==> src/rtl/sum_window_accumulator.sv <==
// Accumulates a window of 1..15 samples from a valid/ready stream and holds the
// window's total, min, max, count and overflow flag until downstream takes it.
module sum_window_accumulator #(
  parameter int DATA_W = 8,
  parameter int ACC_W  = 16,
  parameter int LEN_W  = 4
) (
  input  logic              clk,
  input  logic              rst,
  input  logic [DATA_W-1:0] in_data,
  input  logic              in_valid,
  output logic              in_ready,
  input  logic [LEN_W-1:0]  win_len,
  input  logic              flush,
  output logic [ACC_W-1:0]  out_sum,
  output logic [DATA_W-1:0] out_min,
  output logic [DATA_W-1:0] out_max,
  output logic [LEN_W-1:0]  out_cnt,
  output logic              out_ovf,
  output logic              out_valid,
  input  logic              out_ready
);

  typedef enum logic {
    ACC  = 1'b0,
    DONE = 1'b1
  } state_t;

  state_t state, state_nxt;

  logic [ACC_W-1:0]  acc;
  logic [LEN_W-1:0]  cnt;
  logic [LEN_W-1:0]  len_q;
  logic [DATA_W-1:0] mn;
  logic [DATA_W-1:0] mx;
  logic              ovf;

  logic              fire;
  logic              close;
  logic [LEN_W-1:0]  len_eff;
  logic [ACC_W:0]    sum_ext;
  logic [ACC_W-1:0]  acc_nxt;
  logic [LEN_W-1:0]  cnt_nxt;
  logic [DATA_W-1:0] mn_nxt;
  logic [DATA_W-1:0] mx_nxt;
  logic              ovf_nxt;

  assign fire = in_valid && in_ready;

  // The first sample of a window uses the live length, later ones the latched copy.
  assign len_eff = (cnt != '0)      ? len_q :
                   (win_len == '0)  ? LEN_W'(1) : win_len;

  assign sum_ext = {1'b0, acc} + {{(ACC_W + 1 - DATA_W){1'b0}}, in_data};
  assign acc_nxt = fire ? sum_ext[ACC_W-1:0] : acc;
  assign ovf_nxt = ovf | (fire & sum_ext[ACC_W]);
  assign mn_nxt  = (fire && (in_data < mn)) ? in_data : mn;
  assign mx_nxt  = (fire && (in_data > mx)) ? in_data : mx;
  assign cnt_nxt = fire ? cnt + LEN_W'(1) : cnt;

  assign close = (state == ACC) &&
                 ((fire && (cnt_nxt == len_eff)) || (flush && ((cnt != '0) || fire)));

  // NOTE: every output of this block gets a default first so no path can infer a latch.
  always_comb begin
    state_nxt = state;
    in_ready  = 1'b0;
    out_valid = 1'b0;
    unique case (state)
      ACC: begin
        in_ready = 1'b1;
        if (close) state_nxt = DONE;
      end
      DONE: begin
        out_valid = 1'b1;
        if (out_ready) state_nxt = ACC;
      end
      default: state_nxt = ACC;
    endcase
  end

  // NOTE: state is updated with non-blocking assignments so every register sees pre-edge values.
  always_ff @(posedge clk) begin
    if (rst) state <= ACC;
    else     state <= state_nxt;
  end

  always_ff @(posedge clk) begin
    if (rst) begin
      acc     <= '0;
      cnt     <= '0;
      len_q   <= '0;
      mn      <= '1;
      mx      <= '0;
      ovf     <= 1'b0;
      out_sum <= '0;
      out_min <= '0;
      out_max <= '0;
      out_cnt <= '0;
      out_ovf <= 1'b0;
    end else if (close) begin
      out_sum <= acc_nxt;
      out_min <= mn_nxt;
      out_max <= mx_nxt;
      out_cnt <= cnt_nxt;
      out_ovf <= ovf_nxt;
      acc     <= '0;
      cnt     <= '0;
      mn      <= '1;
      mx      <= '0;
      ovf     <= 1'b0;
    end else if (fire) begin
      if (cnt == '0) len_q <= len_eff;
      acc <= acc_nxt;
      cnt <= cnt_nxt;
      mn  <= mn_nxt;
      mx  <= mx_nxt;
      ovf <= ovf_nxt;
    end
  end

endmodule
==> config.mk <==
export PLATFORM = sky130hd
export DESIGN_NAME = sum_window_accumulator
export DESIGN_NICKNAME = d
export VERILOG_FILES = /design/src/rtl/sum_window_accumulator.sv
export SDC_FILE = /design/constraint.sdc
export NUM_CORES = 1
export LEC_CHECK = 0
export BUFFER_PORTS_ARGS = -buffer_cell sky130_fd_sc_hd__buf_2
export CAP_MARGIN = 30
export CORE_ASPECT_RATIO = 1.25
export CORE_MARGIN = 5
export CORE_UTILIZATION = 40
export CTS_CLUSTER_SIZE = 16
export DETAILED_ROUTE_END_ITERATION = 8
export HOLD_SLACK_MARGIN = 0.06
export PLACE_DENSITY = 0.56
export REMOVE_ABC_BUFFERS = 1
export SETUP_SLACK_MARGIN = 0.05
export SYNTH_ARGS = -nofsm -noshare
export SYNTH_HDL_FRONTEND = slang
export SYNTH_SLANG_ARGS = --single-unit
==> constraint.sdc <==
create_clock -name clk -period 3 [get_ports clk]
set_input_delay 0.6 -clock clk [delete_from_list [all_inputs] [get_ports clk]]
set_output_delay 0.6 -clock clk [all_outputs]
set_load 0.02 [all_outputs]
* Yosys cells after proc, flatten, opt, wreduce, memory -nomap -nowiden
Cells that the tools add are included.
Word-level totals: bits in registers 79, bits in latches 0, bits in writable memories 0, bits in read-only memories 0, bits of input ports 17, output and inout bits 39, memories kept 0
Operators by class: add/subtract/negate cells 2, multiply operators 0, divide/modulo/power cells 0, order comparisons 2, equal/unequal tests 1, shift-type cells 0, multiplexer cells 11, bitwise logic cells 4, reductions and logical operators 13
Operators by type and width (number):
- $add 16x8->17 | 1
- $mux 16 | 1
- $mux 8 | 2
- $mux 4 | 3
- $gt 8x8->1 | 1
- $logic_not 4->1 | 2
- $lt 8x8->1 | 1
- $logic_and 1x1->1 | 6
- $add 4x1->4 const B | 1
- $eq 4x4->1 | 1
- $mux 1 | 4
- $reduce_bool 4->1 | 1
- $reduce_and 3->1 | 1
- $logic_or 1x1->1 | 2
- $not 1->1 | 2
- $pmux 1 s2 | 1
- $reduce_or 2->1 | 1
- $and 1x1->1 | 1
- $or 1x1->1 | 1

* Depth between registers and ports, before layout
depth in word-level cells 9, mapped depth 11, gate-level depth less buffers 9

* Least setup slack after synthesis
No wires, ideal clock.
kind reg2reg, from reg cnt[0], to reg out_sum[11], data arrival time 2533 ps, data required time 2865 ps, setup slack 333 ps, stages on the path, launching flop included 12, period minus slack after synthesis 2667 ps, path through dfxtp_1 > inv_1 > ha_1 > or3b_1 > buf_2 > mux2i_1 > xnor3_1 > o41a_1 > buf_4 > buf_6 > nor4_1 > nor3_1
Between the ends: longest elaborated chain between the ends 6, elaborated cells between the ends (all ways) 10, those cells by class add/sub (1); eq/ne (1); mux (2); reduce/logical (6)
RTL lines:
- from (decl) | RTL line 32 | logic [LEN_W-1:0] cnt;
- from (signal assigned) | RTL line 115 | cnt <= cnt_nxt;
- $add 4x1->4 / $reduce_bool 4->1 (equally long branches) | RTL line 59, 51, 62
- $mux 4 (on tied branches) | RTL line 59, 51
- $eq 4x4->1 | RTL line 62 | ((fire && (cnt_nxt == len_eff)) || (flush && ((cnt != '0) || fire)));
- $logic_and 1x1->1 | RTL line 62
- $logic_or 1x1->1 (*) | RTL line 62
- $logic_and 1x1->1 (*) | RTL line 61 | assign close = (state == ACC) &&
- to (signal assigned) | RTL line 102 | out_sum <= acc_nxt;
- to (decl) | RTL line 15 | output logic [ACC_W-1:0] out_sum,
Mark *: on every way between the ends. The rest lies on a longest branch, timed or not. A chain may end at the register's enable or synchronous reset.

* Worst setup path in the final report
from reg cnt[1], to reg out_sum[11]
Same word-level chain as after synthesis.

==> out/qor.yml <==
hold_path:
  worstHoldPathType: "flip-flop to flip-flop"
  holdCritStartpoint: "out_sum[8]$_SDFFE_PP0P_"
yosys:
  async_reset_ff_share_pct: 0
  synth_ff_type: "dfxtp_1"
  synth.avg_cell_area_sq_um: 8.51
  yosysTopAreaCell: "dfxtp_1"
  synth-edff-count: 0
  seq_area_frac_synth_pct: 37.0
  synthCells: 502
  ys_warn_count: 0
  ys_top_cells_by_count: "79 x dfxtp_1, 60 x a21oi_1, 38 x nor2_1"
  synth_most_common_cell: "dfxtp_1"
  synth_area_leaders: "dfxtp_1 37%, ha_1 7.3%, a21oi_1 7.0%, a211oi_1 4.9%, nor2_1 3.3%"
  synth_cell_types: 55
  synth_area_sq_mm: 0.00427
  synth_top_area_share_pct: 37.0
  ys_ff_latch: 79
clock_tree:
  cts.hold.buffers_added: 0
  root_buffer: "clkbuf_16"
  cts_tree: "built"
  h-tree-depth: 3
  clk_pin_slew_ns: 0.06
  clk_path_buf_depth: 2
  post_cts_buffers: 0
  insertion_delay_ns: 0.34
  cts_buffers: 9
  clock-sinks: 79
timing:
  slew_headroom_pct: 59.2
  setup_viol: 0
  hold_viol: 0
  rsz0062_at_grt: "false"
  finalCriticalPeriod_ns: 2.75
  finClkSkew_ns: 0.00699
  timing.final.ws_setup_ns: 0.249
  fmax_mhz: 363
  fin_crit_sh_pct: 91.7
  slew_violations: 0
  tightest_slew_ns: 0.605
setup_path:
  slowest_delay_ns: 0.51
  start_kind: "flip-flop"
  cp_data_arrival_time_ns: 2.97
  slowest_stage: "o41a_1"
  cp.required_ns: 3.22
  cp-end-kind: "flip-flop"
  worstPathCellList: "inv_1 > ha_2 > or3b_4 > mux2i_1 > xnor3_1 > o41a_1 > buf_4 > nor4_1 > nor3_1"
  path_max_fanout: 17
  rr_startpoint: "cnt[1]$_SDFFE_PP0P_"
  startpoint: "cnt[1]$_SDFFE_PP0P_"
  path_class: "flip-flop to flip-flop"
placed_design:
  port-buffer-count: 55
  dp_worst_setup_slack_ns: 0.124
  hpwlAfterDp_mm: 8.58
  gp_congestion: 0.907
power_and_ir_drop:
  power_w: 0.00359
  power_density_mw_per_mm2: 703
  ir_drop_v: 0.000341
  leakagePower_nw: 2.11
detailed_routing:
  drtIter0Drc: 139
  via_per_inst: 5.58
  final_antenna_net_count: 0
  drcViolationCount: 0
  drt_first_pass_iters: 4
  routedWlPerCell_microns: 16.4
  num_vias: 3892
  drt_wl_total_mm: 11.5
final_layout:
  drive_above_1_share_pct: 21.0
  nets: 604
  register_area_sq_mm: 0.00158
  fillers: 1070
  antenna_cells: 0
  syn_to_final_growth_pct: 19.4
  multiInputGateArea_sq_mm: 0.00246
global_routing:
  grt_pass1_wl_mm: 19.4
  grt_pass1_vias: 3928
  antenna_found_initial: 0
  grt_usage_pct: 19.2
  grt-ovfl-total: 0
  grt_max_degree: 30
status:
  status: "finished, final reports clean"
floorplanning:
  initial_core_util_pct: 40.6
  core_sq_mm: 0.0105
  die_h_microns: 126
  die_area_sq_mm: 0.0129
  num_rows: 42
  die_x_microns: 102
  num_io_pins: 56
run:
  drv_cap: 0
## report_power, final
group          internal (W)  switching, W
combinational      0.000449      0.000737
sequential          0.00119     0.0000724
clock              0.000688      0.000446
total               0.00233       0.00126
## per-stage QoR
step / hold slack (ns) / instances / area [sq um] / TNS (ns) / utilization, %
finish: 0.488 / 698 / 5100 / 0 / 48.5
global route: 0.503 / 698 / 5100 / 0 / 48.5
CTS: 0.484 / 698 / 5040 / 0 / 47.9
detailed placement: 0.473 / 682 / 4730 / 0 / 45.0
global placement: 0.473 / 682 / 4730 / 0 / 45.0
floorplan: 0.442 / 471 / 4100 / -156.47 / -
## critical path: cells and delay by family (launching register included)
kind	cells	cell delay (ns)
multiplexers	1	0.17
XOR/XNOR	1	0.27
adder cells (fa/ha/maj)	1	0.20
buffers and inverters	2	0.31
flip-flops	1	0.33
AND/OR/NAND/NOR	3	0.82
AO/OA/AOI/OAI	1	0.51
## worst paths after layout
kind,endpoint,slack (ns),cells after the start
worst max-delay path,out_sum[11]$_SDFFE_PP0P_,0.25,9
worst min-delay path,out_sum[8]$_SDFFE_PP0P_,0.49,2
worst max register to register,out_sum[11]$_SDFFE_PP0P_,0.25,9
worst min register to register,out_sum[8]$_SDFFE_PP0P_,0.49,2
## cells in the final DEF (no fill, tap or decap), types with 2 or more instances in the layout
cell type,netlist,final
a21oi_1,60,60
nor4_1,13,10
a21o_1,7,7
nor3_1,28,28
dfxtp_1,79,79
xor2_1,5,4
nor4b_1,2,2
o21a_1,11,11
xnor2_1,6,6
a311oi_1,2,2
clkinv_2,0,2
o21ai_0,10,9
ha_1,25,24
inv_1,34,34
nand2_1,18,18
or3_1,9,9
clkbuf_16,0,9
a2111oi_1,0,4
o22ai_1,8,8
nand4_1,4,4
nand2b_1,7,7
a211oi_1,28,27
a2111oi_0,8,3
buf_4,2,24
nor4_2,0,3
or4b_2,2,2
o31ai_1,6,6
nor2_1,38,38
clkbuf_8,0,2
mux2i_1,5,5
a211o_1,2,2
o211ai_1,2,2
o21ai_1,2,3
o311ai_0,2,2
nor2b_1,5,5
nand3_1,10,10
buf_2,6,55
and4_1,3,3
and2_1,6,6
a211oi_2,7,8
## area by class of cell
class | count | area share, %
repair buffers | 79 | 8.93
clock inverters | 5 | 1.10
clock buffers | 11 | 4.96
flip-flops and latches | 79 | 31.0
multi-input cells | 357 | 48.2
inverters | 35 | 2.58
well taps | 132 | 3.24
## cell families after synthesis
| group | count (synthesis) | share of synthesized area, % |
|---|---|---|
| buffers and inverters | 66 | 7.03 |
| AO/OA/AOI/OAI | 163 | 25.8 |
| adder cells (fa/ha/maj) | 26 | 7.79 |
| flip-flops | 79 | 37.0 |
| multiplexers | 5 | 1.17 |
| AND/OR/NAND/NOR | 151 | 18.4 |
| XOR/XNOR | 12 | 2.78 |
## state kept, by name, summed over array words and instances, names as in the netlist
name / count
acc: 16
len_q: 4
out_min: 8
out_cnt: 4
mn: 8
state: 1
cnt: 4
out_max: 8
mx: 8
out_ovf: 1
out_sum: 16
ovf: 1
## layer usage
metal  up-vias  share of wire (%)  track usage, %
li1       1970                  -               -
met1      1824                 46            24.9
met2        83                 49            31.2
met3        15                3.7            3.23
met4         0                1.9            7.88
met5         -                  0               0
## timing repair
item | CTS | global route
endpoints found under the hold margin | 0 | 0
endpoints found under the setup margin | 0 | 65
resized for setup | 0 | 16
(Power assumes the default switching activity.)
